===== src/rtl/range_counter.sv =====
// range_counter: counts up/down by Step inside [InitVal, EndVal], saturating or wrapping at the bounds.
// Define RANGE_COUNTER_WRAPCNT_EN to add the 8-bit saturating wrap-event counter WrapCnt_o.
module range_counter #(
    parameter int              Width    = 32,
    parameter longint unsigned InitVal  = 8,
    parameter longint unsigned EndVal   = 64,
    parameter longint unsigned Step     = 1,
    parameter bit              WrapMode = 1'b0
) (
    input  logic             Clk_i,
    input  logic             Reset_i,
    input  logic             Enable_i,
    input  logic             Down_i,
    input  logic             Load_i,
    input  logic [Width-1:0] LoadVal_i,
    output logic [Width-1:0] Data_o,
    output logic             AtMax_o,
    output logic             AtMin_o,
    output logic             Wrap_o
`ifdef RANGE_COUNTER_WRAPCNT_EN
    ,
    output logic [7:0]       WrapCnt_o
`endif
);

    if (Width < 2 || Width > 32) begin : g_chk_width
        $error("range_counter: Width must lie in 2..32");
    end
    if (!(InitVal < EndVal && EndVal < (64'd1 << Width))) begin : g_chk_range
        $error("range_counter: need InitVal < EndVal < 2**Width");
    end
    if (Step < 1 || Step > EndVal - InitVal) begin : g_chk_step
        $error("range_counter: need 1 <= Step <= EndVal-InitVal");
    end

    localparam logic [Width-1:0] INIT_W = InitVal[Width-1:0];
    localparam logic [Width-1:0] END_W  = EndVal[Width-1:0];
    localparam logic [Width-1:0] STEP_W = Step[Width-1:0];
    localparam logic [Width:0]   INIT_X = InitVal[Width:0];
    localparam logic [Width:0]   END_X  = EndVal[Width:0];
    localparam logic [Width:0]   STEP_X = Step[Width:0];

    function automatic logic [Width-1:0] clamp_load(input logic [Width-1:0] v);
        if (v < INIT_W)
            return INIT_W;
        else if (v > END_W)
            return END_W;
        else
            return v;
    endfunction

    // One extra bit keeps the sum exact even when EndVal sits near 2**Width-1.
    function automatic logic [Width-1:0] sat_up(input logic [Width-1:0] d);
        logic [Width:0] sum;
        sum = {1'b0, d} + STEP_X;
        return (sum > END_X) ? END_W : sum[Width-1:0];
    endfunction

    // Compare before subtracting so the result never dips below InitVal (or zero).
    function automatic logic [Width-1:0] sat_down(input logic [Width-1:0] d);
        if ({1'b0, d} >= INIT_X + STEP_X)
            return d - STEP_W;
        else
            return INIT_W;
    endfunction

    logic at_max;
    logic at_min;
    logic wrap_evt;

    assign at_max   = (Data_o == END_W);
    assign at_min   = (Data_o == INIT_W);
    assign AtMax_o  = at_max;
    assign AtMin_o  = at_min;
    assign wrap_evt = WrapMode && Enable_i && (Down_i ? at_min : at_max);

    always_ff @(posedge Clk_i) begin
        if (Reset_i) begin
            Data_o <= INIT_W;
            Wrap_o <= 1'b0;
        end else if (Load_i) begin
            Data_o <= clamp_load(LoadVal_i);
            Wrap_o <= 1'b0;
        end else if (Enable_i) begin
            Wrap_o <= wrap_evt;
            if (!Down_i) begin
                if (!at_max)
                    Data_o <= sat_up(Data_o);
                else if (WrapMode)
                    Data_o <= INIT_W;
            end else begin
                if (!at_min)
                    Data_o <= sat_down(Data_o);
                else if (WrapMode)
                    Data_o <= END_W;
            end
        end else begin
            Wrap_o <= 1'b0;
        end
    end

`ifdef RANGE_COUNTER_WRAPCNT_EN
    always_ff @(posedge Clk_i) begin
        if (Reset_i || Load_i)
            WrapCnt_o <= 8'd0;
        else if (wrap_evt && WrapCnt_o != 8'hFF)
            WrapCnt_o <= WrapCnt_o + 8'd1;
    end
`endif

endmodule


===== config.mk =====
export PLATFORM = sky130hd
export DESIGN_NAME = range_counter
export DESIGN_NICKNAME = d
export VERILOG_FILES = /design/src/rtl/range_counter.sv
export SDC_FILE = /design/constraint.sdc
export NUM_CORES = 1
export LEC_CHECK = 0
export BUFFER_PORTS_ARGS = -buffer_cell sky130_fd_sc_hd__buf_2
export CELL_PAD_IN_SITES_DETAIL_PLACEMENT = 1
export CELL_PAD_IN_SITES_GLOBAL_PLACEMENT = 1
export CORE_MARGIN = 2
export CORE_UTILIZATION = 35
export CTS_BUF_LIST = sky130_fd_sc_hd__clkbuf_4 sky130_fd_sc_hd__clkbuf_8 sky130_fd_sc_hd__clkbuf_16
export DETAILED_ROUTE_END_ITERATION = 10
export PLACE_DENSITY = 0.89
export SYNTH_ARGS = -nofsm -noshare
export SYNTH_HDL_FRONTEND = slang
export SYNTH_SLANG_ARGS = --single-unit

===== constraint.sdc =====
create_clock -name Clk_i -period 2.9 [get_ports Clk_i]
set_input_delay 0.29 -clock Clk_i [delete_from_list [all_inputs] [get_ports Clk_i]]
set_output_delay 0.29 -clock Clk_i [all_outputs]
set_load 0.005 [all_outputs]

==> impl_metrics.tcl <==
set metrics [dict create \
    power_density_nw_per_um2 556.4 \
    final.setup.worst_slack_ns -0.02042 \
    fmax_ghz 0.3424 \
    wl_um 13470 \
    synth_warnings 0 \
    avgViaCountPerCell 6.514 \
    clockBufferDepth 2 \
    portBuffers 70 \
    grt_use_total 0.2785 \
    synth_flop_cell "dfxtp_1" \
    synth_top_cell_by_area "dfxtp_1" \
    die-area_sq_um 9314 \
    initial_core_util 0.3627 \
    routedWlPerCell_um 21.55 \
    regMostFlops "Data_o" \
    syn-cell-area_sq_um 2995 \
    cts_made_buffers 5 \
    placed_cell_area_sq_um 3662 \
    reg_top3 "Data_o (32)" \
    grt_overflow 0 \
    outcome "complete, but fails checks" \
    cts.sinks 32 \
    vias 4071 \
    setup_tns_ns -0.02042 \
    drt-initial-drc-count 422 \
    cts_root_buffer "clkbuf_8" \
    cp-start-kind "register" \
    hold_violations 0 \
    worstMarginPinSlew_ns 0.7212 \
    synth.area.top_cells "dfxtp_1 21%, a21oi_1 8.9%, nor2_1 5.3%" \
    drc 0 \
    relSlewSlack 0.5192 \
    htreeDepth 2 \
    synth_most_common_cell "a21oi_1" \
    insertion_delay_ns 0.30 \
    critPathKind "reg2reg" \
    fin_nets 560 \
    grt_pass1_wl_um 20240 \
    dieWidth_um 96.51 \
    fin_skew_ns 0.01372 \
    synthToLayoutAreaGrowth_pct 31.16 \
    antenna_left 0 \
    first_pass_iters 5 \
    boundaryPins 72 \
    maxSlewViolCount 0 \
    num_rows 33 \
    setup_viol 1 \
    fin_crit_ns 2.920 \
    antenna_found_initial 0 \
    cts_hold_buf 0 \
    finalPower_mw 2.186 \
    maxCapViolations 0 \
    async_flop_share 0 \
    postLayoutCoreUtil 0.4758 \
    synth-edff-count 0 \
    final_layout_size_suffix_gt1_frac 0.3038 \
    syn_inst 432 \
    syn_avg_cell_area_sq_um 6.934 \
    critical_path_required_ns 3.08 \
    fp.dieH_um 96.51 \
    synthesis.nets 473 \
    clkTransAtPathRegs_ns 0.09 \
    diodes 0 \
    preCtsSetupSlack_ns 0.006824 \
    p_leak_nw 1.546 \
    worstPathMaxFanout 16 \
    final.hold.worst_slack_ns 0.3717 \
    ys_types 65 \
    worst_hold_path_type "in2reg" \
    end_kind "register" \
    ys_top_cells_by_count "53 x a21oi_1, 42 x nor2_1, 32 x dfxtp_1" \
    place_hpwl_um 8950 \
    cts_tree "done" \
    largest_reg_flops 32 \
    stdcell_count 625 \
    finish.instance_area_sq_um 3929 \
    ys_ff_latch 32 \
    placed_cells_incl_taps 611 \
    violations "setup timing" \
    arrival_ns 3.11 \
    period_share 1.007 \
    post-synth-top-area-fraction 0.2139 \
    yosysSeqAreaShare 0.2139 \
    grt_max_degree 36 \
    worst_ir_drop_vdd_mv 0.2620 \
    core_sq_um 8258 \
    gp_congestion 1.042 \
    grt_pass1_vias 4063 \
]
## kinds of logic after synthesis
logic type	Yosys count	share of synthesized area
compound gates	129	0.2615
xor+xnor	14	0.04094
buf+inv	53	0.07560
flops	32	0.2139
simple gates	198	0.3868
mux	1	0.003342
other cells	1	0.001252
fa+ha+maj	4	0.01671
## path summary, 6_finish.rpt
path	cells after the start	endpoint	start	slack, ns
hold / removal	5	Data_o[3]	LoadVal_i[3]	0.37
hold reg to reg	1	Data_o[31]	Data_o[31]	0.57
setup reg to reg	9	Data_o[5]	Data_o[26]	-0.02
setup / recovery	9	Data_o[5]	Data_o[26]	-0.02
## power by group
part	switching (mW)	total, mW	internal (mW)	leakage [nW]
combinational	0.707	1.20	0.492	1.23
clock	0.197	0.462	0.265	0.0586
sequential	0.0533	0.525	0.471	0.260
## layer usage
layer,GRT usage,part of all wire,vias up,wire (um)
met5,0,0,-,0
met4,0.1315,0.048,0,645
met3,0.03569,0.059,69,791
met2,0.4925,0.49,213,6646
met1,0.3329,0.40,1991,5385
li1,-,-,1798,-
## cell type report
class	count	area [sq um]
Sequential cell	32	643.1
Inverter	12	45.04
Fill cell	1084	4329
Timing Repair Buffer	121	774.5
Multi-Input combinational cell	347	2223
Clock buffer	6	76.32
Tap cell	105	131.4
Clock inverter	2	35.03
## what timing repair did
action / in CTS / in global routing
gates resized for setup: 3 / 15
pin swaps: 0 / 4
buffers inserted: 0 / 6
endpoints found under the hold margin: 0 / 0
setup endpoints to repair: 9 / 26
## layout by cell type (no fill, tap or decap), types with 11 or more instances in the layout
cell / Yosys / routed
buf_2: 12 / 70
buf_4: 1 / 47
nand4_1: 13 / 13
nand2_1: 22 / 22
nor4_1: 14 / 12
o21ai_0: 30 / 30
dfxtp_1: 32 / 30
nand3_1: 25 / 24
xnor2_1: 11 / 11
inv_1: 12 / 12
nor3_1: 22 / 20
nor2_1: 42 / 41
a21oi_1: 53 / 52
## critical path, cell delays in order (launching register included)
cell and delay (ns):
dfxtp_1 0.32, or4_1 0.56, nor3_1 0.19, buf_4 0.17, nand4_1 0.16, o41a_1 0.51
nor2_4 0.30, buf_12 0.18, a31oi_1 0.07, o32ai_1 0.34
(Power assumes the default switching activity.)
